`src/rtl/spike_window_classifier_if.sv`:
```
// ============================================================================
// Module : spike_window_classifier_if
// Brief  : Control, spike-input and decision-output bundle of the classifier.
// Rev    : 1.0  initial release
// ============================================================================
`default_nettype none

interface spike_window_classifier_if #(
    parameter int N_OUT = 2,
    parameter int CNT_W = 6,
    parameter int WIN_W = 6,
    parameter int CLS_W = 1
);
    logic                   enable;
    logic [WIN_W-1:0]       window_len;
    logic [N_OUT-1:0]       spikes_in;
    logic                   spikes_valid;
    logic [N_OUT*CNT_W-1:0] spike_counts_out;
    logic [CLS_W-1:0]       class_out;
    logic                   class_valid;
    logic                   tie;
    logic                   no_spike;
    logic                   busy;

    modport master (
        output enable, window_len, spikes_in, spikes_valid,
        input  spike_counts_out, class_out, class_valid, tie, no_spike, busy
    );

    modport slave (
        input  enable, window_len, spikes_in, spikes_valid,
        output spike_counts_out, class_out, class_valid, tie, no_spike, busy
    );
endinterface

`default_nettype wire

```
`src/rtl/spike_window_classifier.sv`:
```
// ============================================================================
// Module : spike_window_classifier
// Brief  : Counts output-layer spikes over a window of valid steps and emits
//          the argmax class with tie / no-spike flags. Optional macro
//          SPIKE_CLASSIFIER_CONTINUOUS_EN gives back-to-back windows.
// Rev    : 1.0  initial release
// ============================================================================
`default_nettype none

module spike_window_classifier #(
    parameter int N_OUT = 2,
    parameter int CNT_W = 6,
    parameter int WIN_W = 6,
    parameter int CLS_W = 1
) (
    input  wire logic                  clk,
    input  wire logic                  reset_n,
    spike_window_classifier_if.slave   bus
);

    localparam logic [1:0] c_IDLE   = 2'd0;
    localparam logic [1:0] c_ACCUM  = 2'd1;
    localparam logic [1:0] c_DECIDE = 2'd2;
    localparam logic [1:0] c_DONE   = 2'd3;

    localparam logic [CNT_W-1:0] c_CNT_ONE = CNT_W'(1);
    localparam logic [CNT_W-1:0] c_CNT_MAX = '1;
    localparam logic [WIN_W:0]   c_SMP_ONE = (WIN_W+1)'(1);

    logic [1:0]                  state_q, state_d;
    logic [N_OUT-1:0][CNT_W-1:0] cnt_q, cnt_d;
    logic [WIN_W:0]              sample_cnt_q, sample_cnt_d;
    logic [WIN_W-1:0]            len_q, len_d;
    logic [CLS_W-1:0]            class_q, class_d;
    logic                        class_valid_q, class_valid_d;
    logic                        tie_q, tie_d;
    logic                        no_spike_q, no_spike_d;

    logic [N_OUT-1:0][CNT_W-1:0] w_acc;
    logic [CNT_W-1:0]            w_max;
    logic [CLS_W-1:0]            w_best;
    logic                        w_tie;
    logic                        w_last;
    logic                        w_decide;
    logic [WIN_W-1:0]            w_len_eff;

    assign w_len_eff = (bus.window_len == '0) ? WIN_W'(1) : bus.window_len;
    assign w_last    = (sample_cnt_q == ({1'b0, len_q} - c_SMP_ONE));

    // Candidate counts for a decision: the saturating accumulation of this
    // cycle's sample, or the lone reload sample of a length-1 window in DECIDE.
    always_comb begin
        w_acc = cnt_q;
        for (int i = 0; i < N_OUT; i++) begin
`ifdef SPIKE_CLASSIFIER_CONTINUOUS_EN
            if (state_q == c_DECIDE) begin
                w_acc[i] = CNT_W'(bus.spikes_in[i]);
            end else
`endif
            if (bus.spikes_in[i] && (cnt_q[i] != c_CNT_MAX)) begin
                w_acc[i] = cnt_q[i] + c_CNT_ONE;
            end
        end
    end

    // Strict '>' keeps the lowest index on equal counts.
    always_comb begin
        w_max  = w_acc[0];
        w_best = '0;
        w_tie  = 1'b0;
        for (int i = 1; i < N_OUT; i++) begin
            if (w_acc[i] > w_max) begin
                w_max  = w_acc[i];
                w_best = CLS_W'(i);
            end
        end
        for (int i = 0; i < N_OUT; i++) begin
            if ((CLS_W'(i) != w_best) && (w_acc[i] == w_max)) begin
                w_tie = 1'b1;
            end
        end
    end

    always_comb begin
        state_d       = state_q;
        cnt_d         = cnt_q;
        sample_cnt_d  = sample_cnt_q;
        len_d         = len_q;
        w_decide      = 1'b0;
        case (state_q)
            c_IDLE: begin
                if (bus.enable) begin
                    state_d      = c_ACCUM;
                    cnt_d        = '0;
                    sample_cnt_d = '0;
                    len_d        = w_len_eff;
                end
            end
            c_ACCUM: begin
                if (!bus.enable) begin
                    state_d      = c_IDLE;
                    cnt_d        = '0;
                    sample_cnt_d = '0;
                end else if (bus.spikes_valid) begin
                    cnt_d        = w_acc;
                    sample_cnt_d = sample_cnt_q + c_SMP_ONE;
                    if (w_last) begin
                        state_d  = c_DECIDE;
                        w_decide = 1'b1;
                    end
                end
            end
            c_DECIDE: begin
`ifdef SPIKE_CLASSIFIER_CONTINUOUS_EN
                if (bus.enable) begin
                    state_d      = c_ACCUM;
                    len_d        = w_len_eff;
                    sample_cnt_d = (WIN_W+1)'(bus.spikes_valid);
                    for (int i = 0; i < N_OUT; i++) begin
                        cnt_d[i] = CNT_W'(bus.spikes_in[i] & bus.spikes_valid);
                    end
                    if (bus.spikes_valid && (w_len_eff == WIN_W'(1))) begin
                        state_d  = c_DECIDE;
                        w_decide = 1'b1;
                    end
                end else begin
                    state_d = c_IDLE;
                end
`else
                state_d = c_DONE;
`endif
            end
            c_DONE: begin
                if (!bus.enable) begin
                    state_d = c_IDLE;
                end
            end
            default: state_d = c_IDLE;
        endcase
    end

    // The decision is registered on the edge that takes the final sample,
    // so the result is visible during the DECIDE cycle itself.
    always_comb begin
        class_d       = class_q;
        tie_d         = tie_q;
        no_spike_d    = no_spike_q;
        class_valid_d = w_decide;
        if (w_decide) begin
            class_d    = w_best;
            tie_d      = w_tie;
            no_spike_d = (w_max == '0);
        end
    end

    always_ff @(posedge clk or negedge reset_n) begin
        if (!reset_n) begin
            state_q       <= c_IDLE;
            cnt_q         <= '0;
            sample_cnt_q  <= '0;
            len_q         <= '0;
            class_q       <= '0;
            class_valid_q <= 1'b0;
            tie_q         <= 1'b0;
            no_spike_q    <= 1'b0;
        end else begin
            state_q       <= state_d;
            cnt_q         <= cnt_d;
            sample_cnt_q  <= sample_cnt_d;
            len_q         <= len_d;
            class_q       <= class_d;
            class_valid_q <= class_valid_d;
            tie_q         <= tie_d;
            no_spike_q    <= no_spike_d;
        end
    end

    assign bus.spike_counts_out = cnt_q;
    assign bus.class_out        = class_q;
    assign bus.class_valid      = class_valid_q;
    assign bus.tie              = tie_q;
    assign bus.no_spike         = no_spike_q;
    assign bus.busy             = (state_q != c_IDLE);

endmodule

`default_nettype wire

```
`src/flat_wrapper.sv`:
```
// flat-port wrapper written by rule: the top's interface ports become plain ports
module spike_window_classifier_flat 
#(
    parameter int N_OUT = 2,
    parameter int CNT_W = 6,
    parameter int WIN_W = 6,
    parameter int CLS_W = 1
)
  (clk, reset_n, bus_enable, bus_window_len, bus_spikes_in, bus_spikes_valid, bus_spike_counts_out, bus_class_out, bus_class_valid, bus_tie, bus_no_spike, bus_busy);
  spike_window_classifier_if #(.N_OUT(N_OUT), .CNT_W(CNT_W), .WIN_W(WIN_W), .CLS_W(CLS_W)) bus_i ();
  input  wire logic clk;
  input  wire logic reset_n;
  input wire logic [$bits(bus_i.enable)-1:0] bus_enable;
  input wire logic [$bits(bus_i.window_len)-1:0] bus_window_len;
  input wire logic [$bits(bus_i.spikes_in)-1:0] bus_spikes_in;
  input wire logic [$bits(bus_i.spikes_valid)-1:0] bus_spikes_valid;
  output wire logic [$bits(bus_i.spike_counts_out)-1:0] bus_spike_counts_out;
  output wire logic [$bits(bus_i.class_out)-1:0] bus_class_out;
  output wire logic [$bits(bus_i.class_valid)-1:0] bus_class_valid;
  output wire logic [$bits(bus_i.tie)-1:0] bus_tie;
  output wire logic [$bits(bus_i.no_spike)-1:0] bus_no_spike;
  output wire logic [$bits(bus_i.busy)-1:0] bus_busy;
  assign bus_i.enable = bus_enable;
  assign bus_i.window_len = bus_window_len;
  assign bus_i.spikes_in = bus_spikes_in;
  assign bus_i.spikes_valid = bus_spikes_valid;
  assign bus_spike_counts_out = bus_i.spike_counts_out;
  assign bus_class_out = bus_i.class_out;
  assign bus_class_valid = bus_i.class_valid;
  assign bus_tie = bus_i.tie;
  assign bus_no_spike = bus_i.no_spike;
  assign bus_busy = bus_i.busy;
  spike_window_classifier #(.N_OUT(N_OUT), .CNT_W(CNT_W), .WIN_W(WIN_W), .CLS_W(CLS_W)) u_core (.clk(clk), .reset_n(reset_n), .bus(bus_i));
endmodule
```
`config.mk`:
```
export PLATFORM = sky130hd
export DESIGN_NAME = spike_window_classifier_flat
export DESIGN_NICKNAME = d
export VERILOG_FILES = /design/src/rtl/spike_window_classifier_if.sv /design/src/rtl/spike_window_classifier.sv /design/src/flat_wrapper.sv
export SDC_FILE = /design/constraint.sdc
export NUM_CORES = 1
export LEC_CHECK = 0
export CELL_PAD_IN_SITES_DETAIL_PLACEMENT = 0
export CELL_PAD_IN_SITES_GLOBAL_PLACEMENT = 1
export CORE_MARGIN = 2
export CORE_UTILIZATION = 30
export CTS_CLUSTER_SIZE = 25
export DETAILED_ROUTE_END_ITERATION = 8
export MAX_ROUTING_LAYER = met4
export PLACE_DENSITY = 0.65
export SYNTH_ARGS = -nofsm -noshare
export SYNTH_HDL_FRONTEND = slang
export SYNTH_SLANG_ARGS = --single-unit
export TNS_END_PERCENT = 50
```
`constraint.sdc`:
```
create_clock -name clk -period 3.1 [get_ports clk]
set_input_delay 0.465 -clock clk [delete_from_list [all_inputs] [get_ports clk]]
set_output_delay 0.465 -clock clk [all_outputs]
set_load 0.02 [all_outputs]
```
# [Word-level counts from Yosys, hierarchy flattened]
# Cells that the tools add are included.
[word_totals] input_bits=12 wordCells=64 ff_bits=31 output_inout_bits=17
[classes] addsub=4 magnitude_cmp=1 n_reduce_logical=12 muxes=25 n_eq_ne=12 bitwise_logic=1
[op_table] cell="$mux W12" count=3
[op_table] cell="$mux W6" count=4
[op_table] cell="$pmux W12 S2" count=1
[op_table] cell="$mux W7" count=3
[op_table] cell="$pmux W7 S2" count=1
[op_table] cell="$add A6 B1 Y6 const B" count=2
[op_table] cell="$eq A6 B6 Y1" count=2
[op_table] cell="$logic_not A6 Y1" count=2
[op_table] cell="$ne A6 B6 Y1 const B" count=2
[op_table] cell="$mux W2" count=5
[op_table] cell="$pmux W2 S4" count=1
[op_table] cell="$add A7 B1 Y7 const B" count=1
[op_table] cell="$eq A7 B7 Y1" count=1
[op_table] cell="$mux W1" count=7
[op_table] cell="$sub A6 B1 Y7 const B" count=1
[op_table] cell="$gt A6 B6 Y1" count=1
[op_table] cell="$eq A2 B2 Y1 const B" count=2
[op_table] cell="$logic_and A1 B1 Y1" count=4
[op_table] cell="$ne A2 B2 Y1 const B" count=2
[op_table] cell="$reduce_and A4 Y1" count=1
[op_table] cell="$reduce_bool A2 Y1" count=2
[op_table] cell="$ne A3 B2 Y1 const B" count=1
[op_table] cell="$ne A3 B3 Y1 const B" count=1
[op_table] cell="$reduce_and A3 Y1" count=1
[op_table] cell="other kinds (4)" count=4

# [Longest topological paths before layout]
[logic_depth] ltp_word=9 depth_mapped=12 ltp_nobuf=12

# [Least setup slack after synthesis]
# OpenSTA, ideal clock, no wires.
[synth_path] kind="reg-to-reg" start="register u_core.cnt_q (netlist bit u_core.bus.spike_counts_out[7])" end="register u_core.no_spike_q (netlist: u_core.bus.no_spike)" required_ns=2.975 setup_ns=0.125 path_stages_with_launch=11 n_path_buf=0 slack_ns=0.316 t_arrival_ns=2.660 period_less_slack_ns=2.784 path_cell_list="dfrtp_1 > ha_1 > or4_1 > and2_1 > ha_1 > and4_1 > o21ai_0 > o211a_1 > a31oi_1 > mux2i_1 > mux2_2"
[synth_between] elab_chain_cells=6 word_cells_on_any_way=7 classes_between="add/sub: 1; order compare: 1; eq/ne: 1; mux: 2; reduce/logical: 2"
[synth_lines] item="from (decl)" line="spike_window_classifier.sv:31" text="logic [N_OUT-1:0][CNT_W-1:0] cnt_q, cnt_d;"
[synth_lines] item="from (signal assigned)" line="spike_window_classifier.sv:168" text="cnt_q <= cnt_d;"
[synth_lines] item="branches (longest 2 deep; another with $add A6 B1 Y6)"
[synth_lines] item="$mux W6 (*)" line="spike_window_classifier.sv:60" text="if (bus.spikes_in[i] && (cnt_q[i] != c_CNT_MAX)) begin"
[synth_lines] item="$gt A6 B6 Y1" line="spike_window_classifier.sv:72" text="if (w_acc[i] > w_max) begin"
[synth_lines] item="$mux W6 (*)" line="spike_window_classifier.sv:72"
[synth_lines] item="$logic_not A6 Y1 (*)" line="spike_window_classifier.sv:152" text="no_spike_d = (w_max == '0);"
[synth_lines] item="to (signal assigned)" line="spike_window_classifier.sv:174" text="no_spike_q <= no_spike_d;"
[synth_lines] item="to (decl)" line="spike_window_classifier.sv:37" text="logic no_spike_q, no_spike_d;"
# Mark *: on every way between the ends.
# A chain may end at the register's enable or synchronous reset.

# [Worst setup path after layout]
[layout_path] start="input bus_spikes_in[1]" end="register u_core.no_spike_q (netlist: u_core.bus.no_spike)"
[layout_between] elab_chain_cells=5
[layout_lines] item="from (decl)" line="flat_wrapper.sv:15" text="input wire logic [$bits(bus_i.spikes_in)-1:0] bus_spikes_in;"
[layout_lines] item="$logic_and A1 B1 Y1 (*)" line="spike_window_classifier.sv:60"
[layout_lines] item="$mux W6 (*)" line="spike_window_classifier.sv:60"
[layout_lines] item="$gt A6 B6 Y1" line="spike_window_classifier.sv:72"
[layout_lines] item="$mux W6 (*)" line="spike_window_classifier.sv:72"
[layout_lines] item="$logic_not A6 Y1 (*)" line="spike_window_classifier.sv:152"
# Mark *: on every way between the ends. The rest lies on a longest branch, timed or not.

==> qor_table.md <==
| Stage | Quantity | Value |
|:---|:---|:---|
| place | Post-place setup slack | -0.05897 ns |
| global route | Vias in the first global route | 1805 |
| die | Number of placed I/O pins | 29 |
| routing | First drt pass iteration count | 4 |
| layout | Ratio of cells with drive above 1 in the final layout | 0.1393 |
| clock network | Number of buffers inserted to repair setup after CTS | 0 |
| die | Chip height | 87.11 um |
| timing | Post-route setup slack | 0.1850 ns |
| timing | Worst clock skew on the final layout | 0.007288 ns |
| clock network | Count of hold buffers inserted by post-cts repair | 0 |
| setup path | Worst stage delay on the critical path | 0.54 ns |
| synth | Cell accounting for the most synthesized area | sky130_fd_sc_hd__dfrtp_1 |
| setup path | Critical Path Start Type | primary input |
| place | Post-DP HPWL | 3.822 mm |
| synth | Ranking of synthesized cells by instance count | sky130_fd_sc_hd__dfrtp_1 (31), sky130_fd_sc_hd__nand2_1 (23), sky130_fd_sc_hd__nor2_1 (19) |
| global route | First-pass GRT wire length | 8.631 mm |
| timing | Top achievable clock speed | 0.3431 GHz |
| timing | Number of failing hold endpoints at the final stage | 0 |
| global route | GRT Residual Overflow | 0 |
| clock network | Clock buffer count from CTS | 5 |
| power | Highest ir drop seen on vdd | 0.0002537 V |
| run status | Outcome | finished clean |
| layout | Area overhead of the layout relative to synthesis | 29.53% |
| synth | Share of synthesized area occupied by flip-flops and latches | 0.3744 |
| clock network | Post-CTS clock slew at the launch and capture registers of the worst setup and hold paths | 0.07 ns |
| synth | Area share of the leading cell type in the synthesized netlist | 0.3744 |
| synth | Synth area leaders | sky130_fd_sc_hd__dfrtp_1 (37%), sky130_fd_sc_hd__ha_1 (6.0%), sky130_fd_sc_hd__nand2_1 (4.2%) |
| global route | Total track usage | 0.1525 |
| setup path | Cell type of the slowest stage on the worst timing path | sky130_fd_sc_hd__clkdlybuf4s50_1 |
| global route | Maximum number of pins on one net before global-route repair | 32 |
| routing | Wire length the detailed router placed on met1 | 2.390 mm |
| synth | Fraction of registers with async set or reset after synthesis | 1.000 |
| setup path | Worst Path Class, Setup | primary input to register |
| timing | Final setup viols | 0 |
| timing | Fin Hold WS | 0.5145 ns |
| die | Initial core utilization | 0.3067 |
| routing | Count of routing violations after the opening detailed-route iteration | 78 |
| power | Pwr/cell area | 417.2 nW/um^2 |
| synth | Count of yosys warnings during synthesis | 0 |
| die | Overall die width | 87.11 um |
| clock network | Library cell used as clock root buffer | sky130_fd_sc_hd__clkbuf_8 |
| global route | Number of antenna violations at the first check in global routing | 0 |
| routing | DRT Wirelength | 5.175 mm |
| setup path | Reg2Reg Depth | 11 |
| timing | Count of pins over their slew limit | 0 |
| clock network | Maximum level of the CTS H-tree | 2 |
| routing | Total length of routed met2 wires | 2.490 mm |
| routing | Met3 wirelength from detailed routing | 214 um |
| die | Row count | 30 |
| setup path | Kind of end point of the critical path | register |
| setup path | Buf/Inv on CP | 1 |
| timing | Min Tclk post-route | 2.915 ns |
| synth | Number of enable-type register cells in the synthesized netlist | 0 |
| clock network | Clock net sink count | 31 |
| power | Static leakage power | 1.201 nW |
| run | # Max-Cap Violations | 0 |
| timing | Share of the clock period used by the worst path after layout | 0.9403 |
| synth | Number of storage elements in the synthesis netlist | 31 |
| setup path | Count of cell instances traversed by the critical path | 11 |
| timing | RSZ-0062 raised after global routing | no |
| die | Area of the die | 7587 um^2 |
| place | RD Place Congestion | 0.8028 |
| setup path | Crit Path Max Fanout | 5 |
| hold path | Type of the most critical hold path | register to register |
| place | PortBufs | 28 |
| layout | Post-layout net count | 301 |
| setup path | Data arrival at the endpoint of the critical path | 3.09 ns |
| setup path | Critical path required time | 3.27 ns |
| die | Core Region | 6756 um^2 |
| setup path | List of cells traversed by the critical path | clkdlybuf4s50_1 -> nand4_1 -> or4_1 -> and2_1 -> ha_1 -> and4_1 -> o21ai_0 -> o211a_1 -> a31oi_1 -> mux2i_1 -> mux2_2 |
| synth | Post-Syn Area | 2072 um^2 |
| synth | Syn Inst Count | 231 |
| setup path | Category of cells accounting for the largest share of critical-path delay | simple AND/OR/NAND/NOR gates |
| synth | Post-synthesis net count | 253 |
| routing | Highest layer used for signal routing | met4 |
| clock network | Clock latency of the later-clocked register in the worst-skew pair | 0.28 ns |
| routing | Routed Antenna Nets | 0 |
| synth | Most common flop cell mapped by yosys | sky130_fd_sc_hd__dfrtp_1 |
| routing | Drt wl/cell | 14.38 um |
| synth | Most frequent cell after synthesis | sky130_fd_sc_hd__dfrtp_1 |
| layout | # diodes | 0 |
| hold path | Hold path cells | 1 |
| clock network | Post-cts sizing count | 0 |
| synth | Number of unique standard cell types used by synthesis | 44 |
| timing | Slew Limit Headroom | 0.6478 |
| routing | Vias | 1890 |
| clock network | CTS tree | yes |
| routing | Detailed-route vias per instance | 5.250 |
| synth | Synthesized area divided by synthesized cell count | 8.970 um^2 |
| timing | Least-Margin Pin Slew | 0.5264 ns |
| routing | DRC errors left | 0 |
| clock network | Maximum count of clock buffers along a single path | 2 |
layout by cell type, fill, tap and decap left out, types with 6 or more instances in the layout:
cell type and n:
sky130_fd_sc_hd__xor2_1 9, sky130_fd_sc_hd__nand2_1 23, sky130_fd_sc_hd__nor2_1 19, sky130_fd_sc_hd__inv_1 11, sky130_fd_sc_hd__mux2_2 6, sky130_fd_sc_hd__dfrtp_1 31, sky130_fd_sc_hd__nand4_1 10, sky130_fd_sc_hd__buf_4 18
sky130_fd_sc_hd__a21oi_1 15, sky130_fd_sc_hd__xnor2_1 9, sky130_fd_sc_hd__clkbuf_8 6, sky130_fd_sc_hd__o21ai_0 17, sky130_fd_sc_hd__and3_1 6, sky130_fd_sc_hd__clkdlybuf4s50_1 28, sky130_fd_sc_hd__ha_1 10
cell type report:
type	instances	area, um^2
clock inverter	2	35.03
clock buffer	6	82.58
multi-input combinational	184	1234
tap	80	100.1
sequential	31	775.7
fill	690	4073
inverter	11	41.29
timing repair buffer	46	415.4
layer usage:
metal	vias to the layer above	track usage
met1	903	0.1886
met2	46	0.2512
li1	933	-
met5	-	-
met4	0	0.04615
met3	8	0.03128
worst paths after layout:
path	startpoint	endpoint	slack, ns
worst max-delay path	bus_spikes_in[1]	u_core.bus.no_spike$_DFFE_PN0P_	0.18
worst min-delay path	u_core.bus.tie$_DFFE_PN0P_	u_core.bus.tie$_DFFE_PN0P_	0.51
worst max register to register	u_core.bus.spike_counts_out[1]$_DFFE_PN0P_	u_core.bus.no_spike$_DFFE_PN0P_	0.28
worst min register to register	u_core.bus.tie$_DFFE_PN0P_	u_core.bus.tie$_DFFE_PN0P_	0.51
max in group asynchronous	reset_n	u_core.len_q[1]$_DFFE_PN0P_	2.21
min in group asynchronous	reset_n	u_core.bus.spike_counts_out[3]$_DFFE_PN0P_	0.59
cell families after synthesis:
logic type / count (synthesis) / share of synthesized area
flip-flops: 31 / 0.3744
adder cells (fa/ha/maj): 10 / 0.06039
XOR/XNOR: 18 / 0.07609
buffers and inverters: 16 / 0.03019
multiplexers: 12 / 0.06220
AO/OA/AOI/OAI: 54 / 0.1636
AND/OR/NAND/NOR: 90 / 0.2331
sequential cells by signal, summed over array words and instances (netlist names), named ones only:
register                     flops
u_core.bus.class_out             1
u_core.bus.class_valid           1
u_core.bus.no_spike              1
u_core.bus.spike_counts_out     12
u_core.bus.tie                   1
u_core.len_q                     6
u_core.sample_cnt_q              7
u_core.state_q                   1
per-stage QoR:
step	instances	TNS [ns]	utilization	total power [mW]	cell area [um^2]
detailed placement	352	-0.05897	0.3798	0.7113	2566
CTS	360	0	0.3972	1.137	2684
floorplan	231	0	-	0.6117	2072
global placement	352	-0.01410	0.3798	0.7085	2566
global route	360	0	0.3972	1.185	2684
finish	360	0	0.3972	1.120	2684
worst reg2reg max path: stages (launching register included):
cell and delay (ns):
sky130_fd_sc_hd__dfrtp_1 0.43, sky130_fd_sc_hd__ha_1 0.26, sky130_fd_sc_hd__nand3_1 0.12, sky130_fd_sc_hd__and4_1 0.23, sky130_fd_sc_hd__or2_2 0.33, sky130_fd_sc_hd__ha_1 0.30, sky130_fd_sc_hd__and4_1 0.21, sky130_fd_sc_hd__o21ai_0 0.09
sky130_fd_sc_hd__o211a_1 0.13, sky130_fd_sc_hd__a31oi_1 0.23, sky130_fd_sc_hd__mux2i_1 0.12, sky130_fd_sc_hd__mux2_2 0.26
power by group:
part | total [mW] | internal [mW] | switching (mW)
clock | 0.419 | 0.260 | 0.158
sequential | 0.459 | 0.432 | 0.0274
combinational | 0.242 | 0.122 | 0.120
Power figures use the tool's default switching activity.
